$ cat config.mk
export PLATFORM = sky130hd
export DESIGN_NAME = parking_gate_controller
export DESIGN_NICKNAME = d
export VERILOG_FILES = /design/src/rtl/parking_pkg.sv /design/src/rtl/sensor_debounce.sv /design/src/rtl/parking_gate_controller.sv
export SDC_FILE = /design/constraint.sdc
export NUM_CORES = 1
export LEC_CHECK = 0
export ABC_AREA = 1
export ABC_CLOCK_PERIOD_IN_PS = 1800
export CORE_ASPECT_RATIO = 1.1
export CORE_MARGIN = 4
export CORE_UTILIZATION = 40
export DETAILED_ROUTE_END_ITERATION = 7
export PLACE_DENSITY = 0.63
export SYNTH_ARGS = -nofsm -noshare
export SYNTH_HDL_FRONTEND = slang
export SYNTH_SLANG_ARGS = --single-unit
$ cat constraint.sdc
create_clock -name clk -period 1.8 [get_ports clk]
set_clock_uncertainty 0.1 [all_clocks]
set_input_delay 0.18 -clock clk [delete_from_list [all_inputs] [get_ports clk]]
set_output_delay 0.18 -clock clk [all_outputs]
set_load 0.05 [all_outputs]
$ cat src/rtl/parking_pkg.sv
// rtl/parking_pkg.sv - shared gate state encoding, defaults and zone classes
package parking_pkg;

  typedef logic [2:0] gate_state_t;

  localparam logic [2:0] ST_IDLE   = 3'd0;
  localparam logic [2:0] ST_CHECK  = 3'd1;
  localparam logic [2:0] ST_OPEN   = 3'd2;
  localparam logic [2:0] ST_REPORT = 3'd3;
  localparam logic [2:0] ST_REJECT = 3'd4;
  localparam logic [2:0] ST_CLEAR  = 3'd5;

  localparam int DEFAULT_DEBOUNCE_CYCLES = 4;
  localparam int DEFAULT_OPEN_TIMEOUT    = 64;

  localparam logic ZONE_UNI  = 1'b1;
  localparam logic ZONE_FREE = 1'b0;

  function automatic logic zone_has_room(input logic is_uni, input logic uni_room,
                                         input logic free_room);
    if (is_uni == ZONE_UNI) return uni_room;
    else if (is_uni == ZONE_FREE) return free_room;
    else return 1'b0;
  endfunction

endpackage

$ cat src/rtl/sensor_debounce.sv
// rtl/sensor_debounce.sv - 2-flop synchroniser plus counting debouncer with rise pulse
module sensor_debounce #(
  parameter int DEBOUNCE_CYCLES = 4,
  parameter int CNT_W           = 8
) (
  input  logic clk,
  input  logic rst_n,
  input  logic raw,
  output logic level,
  output logic rise
);

  logic             sync1;
  logic             sync2;
  logic [CNT_W-1:0] cnt;

  always_ff @(posedge clk or negedge rst_n) begin
    if (!rst_n) begin
      sync1 <= 1'b0;
      sync2 <= 1'b0;
      level <= 1'b0;
      rise  <= 1'b0;
      cnt   <= '0;
    end else begin
      sync1 <= raw;
      sync2 <= sync1;
      rise  <= 1'b0;
      // Any sample matching the current level restarts the run.
      if (sync2 != level) begin
        if (cnt == CNT_W'(DEBOUNCE_CYCLES - 1)) begin
          level <= sync2;
          rise  <= sync2;
          cnt   <= '0;
        end else begin
          cnt <= cnt + 1'b1;
        end
      end else begin
        cnt <= '0;
      end
    end
  end

endmodule

$ cat src/rtl/parking_gate_controller.sv
// rtl/parking_gate_controller.sv - entry/exit barrier FSMs issuing one event per passing car
module parking_gate_controller
  import parking_pkg::*;
#(
  parameter int DEBOUNCE_CYCLES = DEFAULT_DEBOUNCE_CYCLES,
  parameter int OPEN_TIMEOUT    = DEFAULT_OPEN_TIMEOUT,
  parameter int CNT_W           = 8
) (
  input  logic clk,
  input  logic rst_n,
  input  logic entry_arrive_raw,
  input  logic entry_pass_raw,
  input  logic entry_is_uni,
  input  logic exit_arrive_raw,
  input  logic exit_pass_raw,
  input  logic exit_is_uni,
  input  logic uni_is_vacated_space,
  input  logic free_is_vacated_space,
  output logic entry_barrier_open,
  output logic exit_barrier_open,
  output logic car_entered,
  output logic is_uni_car_entered,
  output logic car_exited,
  output logic is_uni_car_exited,
  output logic entry_rejected
);

  logic ent_arrive_lvl, ent_arrive_rise, ent_pass_lvl, ent_pass_rise;
  logic ext_arrive_lvl, ext_arrive_rise, ext_pass_lvl, ext_pass_rise;

  sensor_debounce #(.DEBOUNCE_CYCLES(DEBOUNCE_CYCLES), .CNT_W(CNT_W)) u_ent_arrive (
    .clk(clk), .rst_n(rst_n), .raw(entry_arrive_raw), .level(ent_arrive_lvl), .rise(ent_arrive_rise));
  sensor_debounce #(.DEBOUNCE_CYCLES(DEBOUNCE_CYCLES), .CNT_W(CNT_W)) u_ent_pass (
    .clk(clk), .rst_n(rst_n), .raw(entry_pass_raw), .level(ent_pass_lvl), .rise(ent_pass_rise));
  sensor_debounce #(.DEBOUNCE_CYCLES(DEBOUNCE_CYCLES), .CNT_W(CNT_W)) u_ext_arrive (
    .clk(clk), .rst_n(rst_n), .raw(exit_arrive_raw), .level(ext_arrive_lvl), .rise(ext_arrive_rise));
  sensor_debounce #(.DEBOUNCE_CYCLES(DEBOUNCE_CYCLES), .CNT_W(CNT_W)) u_ext_pass (
    .clk(clk), .rst_n(rst_n), .raw(exit_pass_raw), .level(ext_pass_lvl), .rise(ext_pass_rise));

  gate_state_t      ent_state, ext_state;
  logic [CNT_W-1:0] ent_tcnt, ext_tcnt;

  always_ff @(posedge clk or negedge rst_n) begin
    if (!rst_n) begin
      ent_state          <= ST_IDLE;
      ent_tcnt           <= '0;
      is_uni_car_entered <= 1'b0;
    end else begin
      case (ent_state)
        ST_IDLE:   if (ent_arrive_rise) ent_state <= ST_CHECK;
        ST_CHECK: begin
          // Room is judged only here; a later full flag does not revoke admission.
          is_uni_car_entered <= entry_is_uni;
          ent_tcnt           <= '0;
          ent_state <= zone_has_room(entry_is_uni, uni_is_vacated_space, free_is_vacated_space)
                       ? ST_OPEN : ST_REJECT;
        end
        ST_OPEN: begin
          if (ent_pass_rise) ent_state <= ST_REPORT;
          else if (ent_tcnt == CNT_W'(OPEN_TIMEOUT - 1)) ent_state <= ST_CLEAR;
          else ent_tcnt <= ent_tcnt + 1'b1;
        end
        ST_REPORT, ST_REJECT: ent_state <= ST_CLEAR;
        ST_CLEAR:  if (!ent_arrive_lvl && !ent_pass_lvl) ent_state <= ST_IDLE;
        default:   ent_state <= ST_IDLE;
      endcase
    end
  end

  always_ff @(posedge clk or negedge rst_n) begin
    if (!rst_n) begin
      ext_state         <= ST_IDLE;
      ext_tcnt          <= '0;
      is_uni_car_exited <= 1'b0;
    end else begin
      case (ext_state)
        ST_IDLE: begin
          if (ext_arrive_rise) begin
            is_uni_car_exited <= exit_is_uni;
            ext_tcnt          <= '0;
            ext_state         <= ST_OPEN;
          end
        end
        ST_OPEN: begin
          if (ext_pass_rise) ext_state <= ST_REPORT;
          else if (ext_tcnt == CNT_W'(OPEN_TIMEOUT - 1)) ext_state <= ST_CLEAR;
          else ext_tcnt <= ext_tcnt + 1'b1;
        end
        ST_REPORT: ext_state <= ST_CLEAR;
        ST_CLEAR:  if (!ext_arrive_lvl && !ext_pass_lvl) ext_state <= ST_IDLE;
        default:   ext_state <= ST_IDLE;
      endcase
    end
  end

  assign entry_barrier_open = (ent_state == ST_OPEN);
  assign car_entered        = (ent_state == ST_REPORT);
  assign entry_rejected     = (ent_state == ST_REJECT);
  assign exit_barrier_open  = (ext_state == ST_OPEN);
  assign car_exited         = (ext_state == ST_REPORT);

endmodule

; ---- Word level (Yosys, flattened, before mapping)
; Cells that the tools add are included.
; Widths: inputs -> output; s select.
[op_classes]
muxes = 36
n_bitwise = 0
mul = 0
n_reduce_logical = 20
n_shift = 0
addsub = 6
n_lt_le_gt_ge = 0
div_mod_pow = 0
eq_ne = 28
[op_table]
columns = operator, count
row1 = $mux 8, 13
row2 = $add 8x1->8 const B, 6
row3 = $eq 8x2->1 const B, 4
row4 = $pmux 8 s2, 2
row5 = $mux 3, 9
row6 = $eq 8x6->1 const B, 2
row7 = $pmux 3 s5, 1
row8 = $eq 3x2->1 const B, 4
row9 = $ne 2x2->1 const B, 6
row10 = $pmux 3 s4, 1
row11 = $mux 1, 10
row12 = $reduce_and 2->1, 5
row13 = $eq 3x3->1 const B, 3
row14 = $reduce_and 3->1, 3
row15 = $logic_not 3->1, 2
row16 = $ne 3x1->1 const B, 2
row17 = $logic_not 1->1, 4
row18 = $ne 1x1->1, 4
row19 = $ne 2x1->1 const B, 2
row20 = $reduce_and 4->1, 1
row21 = $reduce_bool 2->1, 2
row22 = $eq 3x1->1 const B, 1
row23 = $logic_and 1x1->1, 2
row24 = $reduce_or 2->1, 1
[totals]
n_memories = 0
mem_bits_ro = 0
inputBits = 10
ram_bits = 0
latchBits = 0
out_inout_bits = 7
wordCells = 116
register_bits = 72

; ---- Depth between registers and ports, before layout
; Gate-level depths: netlist (run 1).
[depth]
depth_word = 4
ltp_mapped = 9
ltp_nobuf = 9

; ---- Cells and area by module
; From an unflattened synthesis (run 1), not the netlist that was laid out.
[hier_totals]
hier_cells = 479
area_unflattened_um2 = 3754.9
[by_module_without_submodules]
columns = module, cells_per_inst, seq_area_each_um2, area_per_inst_um2, instances
row1 = sensor_debounce, 64, 300.3, 545.5, 4
row2 = parking_gate_controller, 223, 600.6, 1572.8, 1

; ---- Worst setup path before layout (run 1)
; Ideal clock, no wire load.
[synth_path]
path_type = register to register
from = register ext_state[2]
to = register ext_tcnt[3]
synth_period_minus_slack_ps = 1572
required_ps = 1635
t_arrival_ps = 1407
setup_ps = 65
n_path_buf = 0
slack_ps = 228
path_stages_with_launch = 8
cell_sequence = dfrtp_1 > inv_2 > nand2_2 > nor2_2 > o21ai_0 > a21oi_1 > nand2_1 > nand2_1
[synth_between]
elab_chain_len = 3
elab_cells_between_ends = 8
classes_between = eq/ne: 4 / mux: 1 / reduce/logical: 3
[synth_rtl]
columns = element, line
row1 = "start, declared", parking_gate_controller.sv:40  ; gate_state_t ent_state, ext_state;
row2 = "start signal, assigned", parking_gate_controller.sv:72  ; ext_state <= ST_IDLE;
row3 = "start signal, assigned", parking_gate_controller.sv:81  ; ext_state <= ST_OPEN;
row4 = "start signal, assigned", parking_gate_controller.sv:85  ; if (ext_pass_rise) ext_state <= ST_REPORT;
row5 = $eq 3x2->1 *, --
row6 = named net exit_barrier_open, parking_gate_controller.sv:20  ; output logic exit_barrier_open,
row7 = $ne 2x2->1 (no line) / $reduce_bool 2->1 (equally long branches), --
row8 = $reduce_and 4->1 (no line), --
row9 = "end signal, assigned", parking_gate_controller.sv:87  ; else ext_tcnt <= ext_tcnt + 1'b1;
row10 = "end, declared", parking_gate_controller.sv:41  ; logic [CNT_W-1:0] ent_tcnt, ext_tcnt;
; Mark *: on every way through the listed nets, which the timed path passes. The rest lies on a longest branch.
; A chain may end at the register's enable or synchronous reset.

; ---- Final worst setup path (run 1)
[layout_path]
from = register ext_state[2]
to = output exit_barrier_open
[layout_between]
elab_chain_len = 1
[layout_rtl]
columns = element, line
row1 = $eq 3x2->1, parking_gate_controller.sv:99  ; assign exit_barrier_open = (ext_state == ST_OPEN);
row2 = "end, declared", parking_gate_controller.sv:20
; Every way passes these cells.

==> results of run 1 <==
[worst paths after layout]
kind | cells past startpoint | to | slack (ns) | start
max | 4 | exit_barrier_open | 0.18 | ext_state[2]
min reg2reg | 0 | u_ext_pass.sync2 | 0.25 | u_ext_pass.sync1
max reg2reg | 8 | ent_tcnt[6] | 0.20 | ent_tcnt[0]
min | 1 | u_ent_pass.sync1 | 0.17 | entry_pass_raw
max in group asynchronous | 3 | u_ext_arrive.cnt[0] | 1.01 | rst_n
min in group asynchronous | 3 | ext_tcnt[3] | 0.29 | rst_n
[cell type report]
type	count	area [sq um]	area share, %
flip-flops and latches	72	1800	44.2
clock buffers	10	138	3.38
repair buffers	19	243	5.95
inverters	51	191	4.70
clock inverters	6	90.1	2.21
well taps	111	139	3.41
multi-input cells	295	1470	36.2
[cells by family (layout without fill, tap and decap cells)]
kind of cell	after synthesis	count (layout)	synth area share, %
AO/OA/AOI/OAI	27	27	4.45
AND/OR/NAND/NOR	243	243	30.7
buffers and inverters	54	86	6.27
flip-flops	72	72	51.6
XOR/XNOR	19	19	4.77
adder cells (fa/ha/maj)	6	6	2.15
[worst max-delay path, cell delays in order, from the launching register on]
cell and delay (ns):
dfrtp_1 0.42, inv_2 0.06, nand2_2 0.07, nor2_2 0.26, buf_12 0.18
[power groups by stage]
| stage | logic [W] | clock network (W) | registers, W |
|---|---|---|---|
| final | 0.00172 | 0.00144 | 0.00214 |
| after global routing | 0.00198 | 0.00155 | 0.00219 |
| after CTS | 0.00175 | 0.00149 | 0.00214 |
| after detailed placement | 0.00174 | 0 | 0.00217 |
| after global placement | 0.00171 | 0 | 0.00216 |
| after floorplan | 0.00119 | 0 | 0.00219 |
[placed cells by master, fill, tap and decap left out, types with 2 or more instances in the layout]
cell type / count
a31oi_1: 4
inv_2: 6
o21ai_0: 11
buf_12: 6
o211ai_1: 2
clkdlybuf4s50_1: 8
inv_6: 2
nor3b_1: 4
clkbuf_8: 10
buf_4: 2
nor2_2: 3
nand3_1: 38
dfrtp_1: 72
xnor2_1: 6
nor3_1: 10
bufinv_16: 2
a21oi_1: 4
nand2_2: 5
nand3_2: 2
nand4_1: 12
o21bai_1: 3
nor2_1: 68
o21ai_1: 2
ha_1: 6
xor2_1: 13
inv_1: 44
nand2_1: 98
[per-stage QoR]
step | std cells | hold WS (ns)
6_report | 564 | 0.172
3_3_place_gp | 547 | 0.140
5_1_grt | 564 | 0.144
2_1_floorplan | 421 | -0.216
4_1_cts | 564 | 0.153
3_5_place_dp | 547 | 0.140
[state kept, by name, summed over array words and instances (netlist names), 3 cells and up]
name / flops
ext_state: 3
ent_state: 3
ext_tcnt: 8
u_ent_arrive.cnt: 8
ent_tcnt: 8
u_ext_pass.cnt: 8
u_ext_arrive.cnt: 8
u_ent_pass.cnt: 8
[layer usage]
layer,share of wire [%],global-route usage [%],up-vias,wire (um)
li1,-,-,1394,-
met1,48,17.1,1245,2930
met2,48,21.5,36,2930
met3,3.2,3.54,8,198
met4,1.7,5.42,0,102
met5,0,0,-,0
[what timing repair did]
action / CTS / global route
resized for setup: 0 / 2
hold endpoints to repair: 72 / 0
setup endpoints to repair: 0 / 6
hold buffers: 1 / 0
==> metrics.txt, run 1 <==
RSZ-0062 raised after global routing=false; die height=106 um; largest net degree at the start of global routing=73; clock share of power=27.1%; final count of pins violating max slew=0; Total GRT Usage=13.4%; area grow syn2layout=16.8%; Slew headroom=66.5%; Lkg Pwr=2.02 nW; post-synthesis instance area=3490 sq um; GPL Wtd Cong=0.816; DR vias=2,683; Final setup viols=0; fill cell count=821; min Tclk post-route=1.62 ns; top post-synthesis cells by count=98 x nand2_1, 72 x dfrtp_1, 68 x nor2_1, 44 x inv_1, 38 x nand3_1; Net Sw Power=0.00197 W; Sw Share=37.2%; Max clock buf depth=2; Synth top area share=51.6%; pre-CTS setup slack=0.135 ns; Synth Warn #=0; Routed WL=6160 um; ANT cells=0; final total power=0.00530 W; layout cells sized above 1=9.71%; setup ws final=0.183 ns; drt via density=4.76; Avg Synthesized Cell Area=8.29 sq um; measured slew at the worst slew-check pin=0.502 ns; Setup TNS Final=0 ns; Area after DPL=3830 sq um; Detailed Routing Iterations Pass 1=4; count leader, synth=nand2_1; CORE AREA=8450 sq um; DR DRC count=0; DR iter-0 viols=155; Die ar.=10,300 sq um; dpl hpwl=4330 um; ys flop type=dfrtp_1; max-cap violation count=0; vias in the first global route=2,624; CTS buffer count=9; Worst Path Arrival=1.34 ns; Post-synth ARST share=100%; Worst Setup End Kind=output pin; Layout Nets=464; Starting Density=41.3%; number of routed nets with antenna violations=0; flop and latch count out of synthesis=72; Worst-Skew Late Latency=0.34 ns; Synth area leaders=dfrtp_1 52%, nand2_1 11%, nor2_1 7.3%; num ports=17; final hold violation count=0; Startpoint Class=register; Comb power frac=32.5%; Max IR drop VDD=0.510 mV; Buffers on Ports=16; Seq pwr share=40.4%; CP required=1.52 ns; initial antenna violation count=0; Worst Hold Class=in -> reg; Unique masters post-synth=27; Routed wire per std cell=10.9 um; Final period util=89.8%; crit path kind=reg -> out; Core Util, Final=48.2%; H-tree depth=3; outcome=complete, no violations; clock sinks=72; total grt overflow=0; first-pass GRT wire length=11,300 um; EDFF count, synth=0; die width=97.1 um; syn_nets=437; sequential area share after synthesis=51.6%; postcts setup bufs=0; P per Cell Area=1300 nW/um^2; final instance area=4080 sq um; P_int=0.00333 W; clock-pin slew on the worst setup and hold paths=0.08 ns; num rows=35; area leader, netlist=dfrtp_1; root buffer cell=clkbuf_8; Gate Count Post-Synth=421; CP max FO=5; CTS tree=yes; Max Fclk=0.619 GHz
No activity file was read; power rests on OpenSTA's default activity.
==> run 2, diff against run 1 <==
CELL_PAD_IN_SITES_DETAIL_PLACEMENT = 1   (was default)
CELL_PAD_IN_SITES_GLOBAL_PLACEMENT = 1   (was default)
CORE_UTILIZATION = 45   (was 40)
PLACE_DENSITY = 0.84   (was 0.63)
==> metrics.txt, run 2 (synthesized netlist as in run 1, its figures left out) <==
CTS buffer count=9; Starting Density=46.4%; CP max FO=8; CP required=1.94 ns; ANT cells=0; Max IR drop VDD=0.584 mV; clock-pin slew on the worst setup and hold paths=0.07 ns; cells along the critical path=ha_1 > nand2_1 > nor2_2 > nand3_1 > nand2_2 > nand2_2 > nand2_1 > nand2_1; Final setup viols=0; Startpoint Class=register; Post-Layout Cell Count=555; Worst Hold Class=in -> reg; Core Util, Final=53.2%; Slew headroom=67.0%; fill cell count=905; crit path kind=reg -> reg; area of the multi-input gates=1470 sq um; Setup TNS Final=0 ns; dpl hpwl=5420 um; num ports=17; min Tclk post-route=1.67 ns; commonest cells after routing, fill and taps aside=98 x nand2_1, 72 x dfrtp_1, 68 x nor2_1; Detailed Routing Iterations Pass 1=4; dpl cells=541; CP dominant cell by count=nand2_1; outcome=complete, no violations; Final period util=92.6%; first-pass GRT wire length=13,500 um; Register Area=1800 sq um; clock sinks=72; final count of pins violating max slew=0; total grt overflow=0; Routed WL=7650 um; Worst Setup End Kind=register; measured slew at the worst slew-check pin=0.497 ns; H-tree depth=3; CORE AREA=7510 sq um; initial antenna violation count=0; area grow syn2layout=14.6%; RSZ-0062 raised after global routing=false; slowest CP cell=dfrtp_1; root buffer cell=clkbuf_8; layout cells sized above 1=8.89%; GPL Wtd Cong=0.839; Total GRT Usage=18.4%; Buffers on Ports=16; final hold violation count=0; num rows=33; vias in the first global route=2,949; commonest non-fill, non-tap cell in the layout=nand2_1; die height=100 um; Layout Nets=464; Worst-Skew Late Latency=0.34 ns; Routed wire per std cell=13.8 um; Worst Path Arrival=1.80 ns; Lkg Pwr=1.99 nW; max-cap violation count=0; die width=92.0 um; DR iter-0 viols=94; CTS tree=yes; largest net degree at the start of global routing=73; CP peak stage delay=0.41 ns; Die ar.=9230 sq um; Max clock buf depth=2; Max Fclk=0.600 GHz; P per Cell Area=1270 nW/um^2; DR vias=2,822; drt via density=5.08; DR DRC count=0; r2r setup slk=0.13 ns; number of routed nets with antenna violations=0
-- run 2: cell count changes in the layout (fill, tap and decap cells not counted), sizes merged --
cell / change
bufinv: -2
clkbuf: +2
inv: -2
clkinvlp: -1
dlygate4sd2: +1
dlymetal6s2s: -1
-- run 2: power breakdown --
group          leakage, nW  switching, W  internal, W
sequential           0.958      0.000260      0.00189
clock               0.0842      0.000563     0.000552
combinational        0.944       0.00120     0.000608
total                 1.99       0.00202      0.00305
-- run 2: timing repair --
action	4_1_cts	5_1_grt
setup endpoints to repair	1	7
gates resized for setup	1	1
buffers inserted	0	0
hold buffers	1	0
hold endpoints to repair	72	0
-- run 2: area by class of cell --
class / count / area share [%]
clock inverters: 1 / 0.125
well taps: 105 / 3.29
flip-flops and latches: 72 / 45.1
clock buffers: 12 / 3.88
repair buffers: 19 / 5.98
multi-input cells: 295 / 36.9
inverters: 51 / 4.79
-- run 2: final timing paths --
check | start | to | depth (start not counted)
worst min register to register | u_ent_arrive.sync1 | u_ent_arrive.sync2 | 0
max in group asynchronous | rst_n | u_ext_arrive.cnt[0] | 3
worst max register to register | ext_tcnt[0] | ext_tcnt[3] | 8
worst max-delay path | ext_tcnt[0] | ext_tcnt[3] | 8
worst min-delay path | entry_pass_raw | u_ent_pass.sync1 | 1
min in group asynchronous | rst_n | ext_tcnt[5] | 3
-- run 2: per-stage QoR --
step	setup WS [ns]	hold slack, ns	power (W)	cell area (sq um)
after floorplan	0.228	-0.216	0.00339	3490
after global placement	0.218	0.142	0.00388	3820
after detailed placement	0.0641	0.137	0.00400	3820
after CTS	0.0603	0.163	0.00514	3990
after global routing	0.00274	0.163	0.00546	4000
final	0.134	0.178	0.00507	4000
-- run 2: metal layers --
metal / global-route usage [%] / up-vias / wire (um) / share of wire [%]
met3: 3.97 / 11 / 192 / 2.5
met2: 32.1 / 30 / 3930 / 51
met5: 0 / - / 0 / 0
li1: - / 1393 / - / -
met1: 22.4 / 1388 / 3410 / 45
met4: 6.97 / 0 / 112 / 1.5
-- run 2: critical path, delay by kind of cell (launching register included) --
kind                       cells  cell delay, ns
adders and majority gates      1            0.20
and+or+nand+nor                7            0.83
DFF                            1            0.41
==> run 3, diff against run 2 <==
CORE_MARGIN = 3   (was 4)
CORE_UTILIZATION = 42   (was 45)
PLACE_DENSITY = 0.8   (was 0.84)
==> metrics.txt, run 3 (synthesized netlist as in run 1, its figures left out) <==
outcome=complete, no violations; P_int=0.00323 W; Final period util=92.5%; Worst Path Arrival=1.80 ns; Final setup viols=0; final instance area=4090 sq um; Routed WL=7740 um; area grow syn2layout=17.2%; Lkg Pwr=2.03 nW; CP dominant cell by count=nand2_1; CP peak stage delay=0.41 ns; Worst Hold Class=in -> reg; CORE AREA=8000 sq um; num ports=17; Max clock buf depth=2; drt via density=4.98; first-pass GRT wire length=13,600 um; Die ar.=9440 sq um; Routed wire per std cell=13.7 um; die width=92.9 um; largest net degree at the start of global routing=29; H-tree depth=3; CTS buffer count=9; total grt overflow=0; CP max FO=8; vias in the first global route=2,946; Startpoint Class=register; clock sinks=72; measured slew at the worst slew-check pin=0.493 ns; Layout Nets=469; commonest cells after routing, fill and taps aside=97 x nand2_1, 72 x dfrtp_1, 68 x nor2_1; Slew headroom=67.1%; min Tclk post-route=1.67 ns; WHS=0.171 ns; GPL Wtd Cong=0.778; root buffer cell=clkbuf_8; crit path buf inv count=0; Worst-Skew Late Latency=0.35 ns; Worst Setup End Kind=register; max-cap violation count=0; Setup TNS Final=0 ns; Sw Share=38.9%; fill cell count=1,012; ANT cells=0; DR iter-0 viols=102; Crit path max-delay family=simple AND/OR/NAND/NOR gates; num rows=34; cells along the critical path=ha_1 > nand2_1 > nor2_2 > nand3_1 > nand2_2 > nand2_2 > nand2_1 > nand2_1; Starting Density=43.6%; die height=102 um; Detailed Routing Iterations Pass 1=4; Area after DPL=3840 sq um; CTS tree=yes; clock-pin slew on the worst setup and hold paths=0.08 ns; DR vias=2,817; P per Cell Area=1290 nW/um^2; DR DRC count=0; dpl hpwl=5910 um; Max IR drop VDD=0.448 mV; CP required=1.93 ns; commonest non-fill, non-tap cell in the layout=nand2_1; Seq pwr share=40.6%; final hold violation count=0; Core Util, Final=51.1%; Total GRT Usage=18.0%; number of routed nets with antenna violations=0; final count of pins violating max slew=0; crit path kind=reg -> reg; Max Fclk=0.601 GHz; Buffers on Ports=16; Net Sw Power=0.00206 W; Comb power frac=35.1%; slowest CP cell=dfrtp_1; clock share of power=24.3%; layout cells sized above 1=10.9%; initial antenna violation count=0
[run 3: changes by cell type in the layout (fill, tap and decap cells not counted)]
cell / change
buf_4: +5
buf_12: +1
bufinv_16: +1
clkbuf_8: -1
clkinv_2: +1
clkinv_4: +1
clkinvlp_4: +1
dlygate4sd2_1: -1
nand2_1: -1
nand2_2: +1
[run 3: timing repair]
action / CTS / global route
gates resized for setup: 0 / 2
buffers inserted: 0 / 4
endpoints found under the hold margin: 17 / 0
endpoints found under the setup margin: 0 / 7
hold buffers: 1 / 0
[run 3: path summary, 6_finish.rpt]
kind	start	endpoint	slack, ns	cells after the start
worst max register to register	ext_tcnt[0]	ext_tcnt[3]	0.13	8
worst min register to register	u_ext_pass.sync1	u_ext_pass.sync2	0.25	0
max in group asynchronous	rst_n	u_ent_pass.cnt[0]	0.85	3
min in group asynchronous	rst_n	ext_tcnt[5]	0.22	2
worst max-delay path	ext_tcnt[0]	ext_tcnt[3]	0.13	8
worst min-delay path	entry_arrive_raw	u_ent_arrive.sync1	0.17	1
[run 3: layout make-up]
class                   instances  area (sq um)  share of cell area (%)
well taps                     108           135                    3.30
clock buffers                  11           141                    3.46
inverters                      51           191                    4.68
multi-input cells             295          1480                    36.1
repair buffers                 24           288                    7.04
flip-flops and latches         72          1800                    44.1
clock inverters                 5          56.3                    1.38
[run 3: power groups by stage]
stage               clock network, W  logic (W)  registers [W]
CTS                          0.00132    0.00181        0.00215
global placement                   0    0.00173        0.00216
detailed placement                 0    0.00181        0.00218
floorplan                          0    0.00119        0.00219
global route                 0.00140    0.00211        0.00219
finish                       0.00128    0.00186        0.00215
[run 3: per-stage QoR]
| stage | setup WS, ns | instances | total power [W] |
|---|---|---|---|
| final | 0.135 | 566 | 0.00529 |
| after global routing | -0.0119 | 566 | 0.00571 |
| after CTS | 0.0949 | 562 | 0.00528 |
| after detailed placement | 0.108 | 545 | 0.00399 |
| after global placement | 0.205 | 545 | 0.00389 |
| after floorplan | 0.228 | 421 | 0.00339 |
[run 3: routing by layer]
metal | GRT usage [%] | wire (um)
met4 | 6.09 | 101
met2 | 30.5 | 3990
met1 | 23.1 | 3460
met3 | 3.64 | 187
met5 | 0 | 0
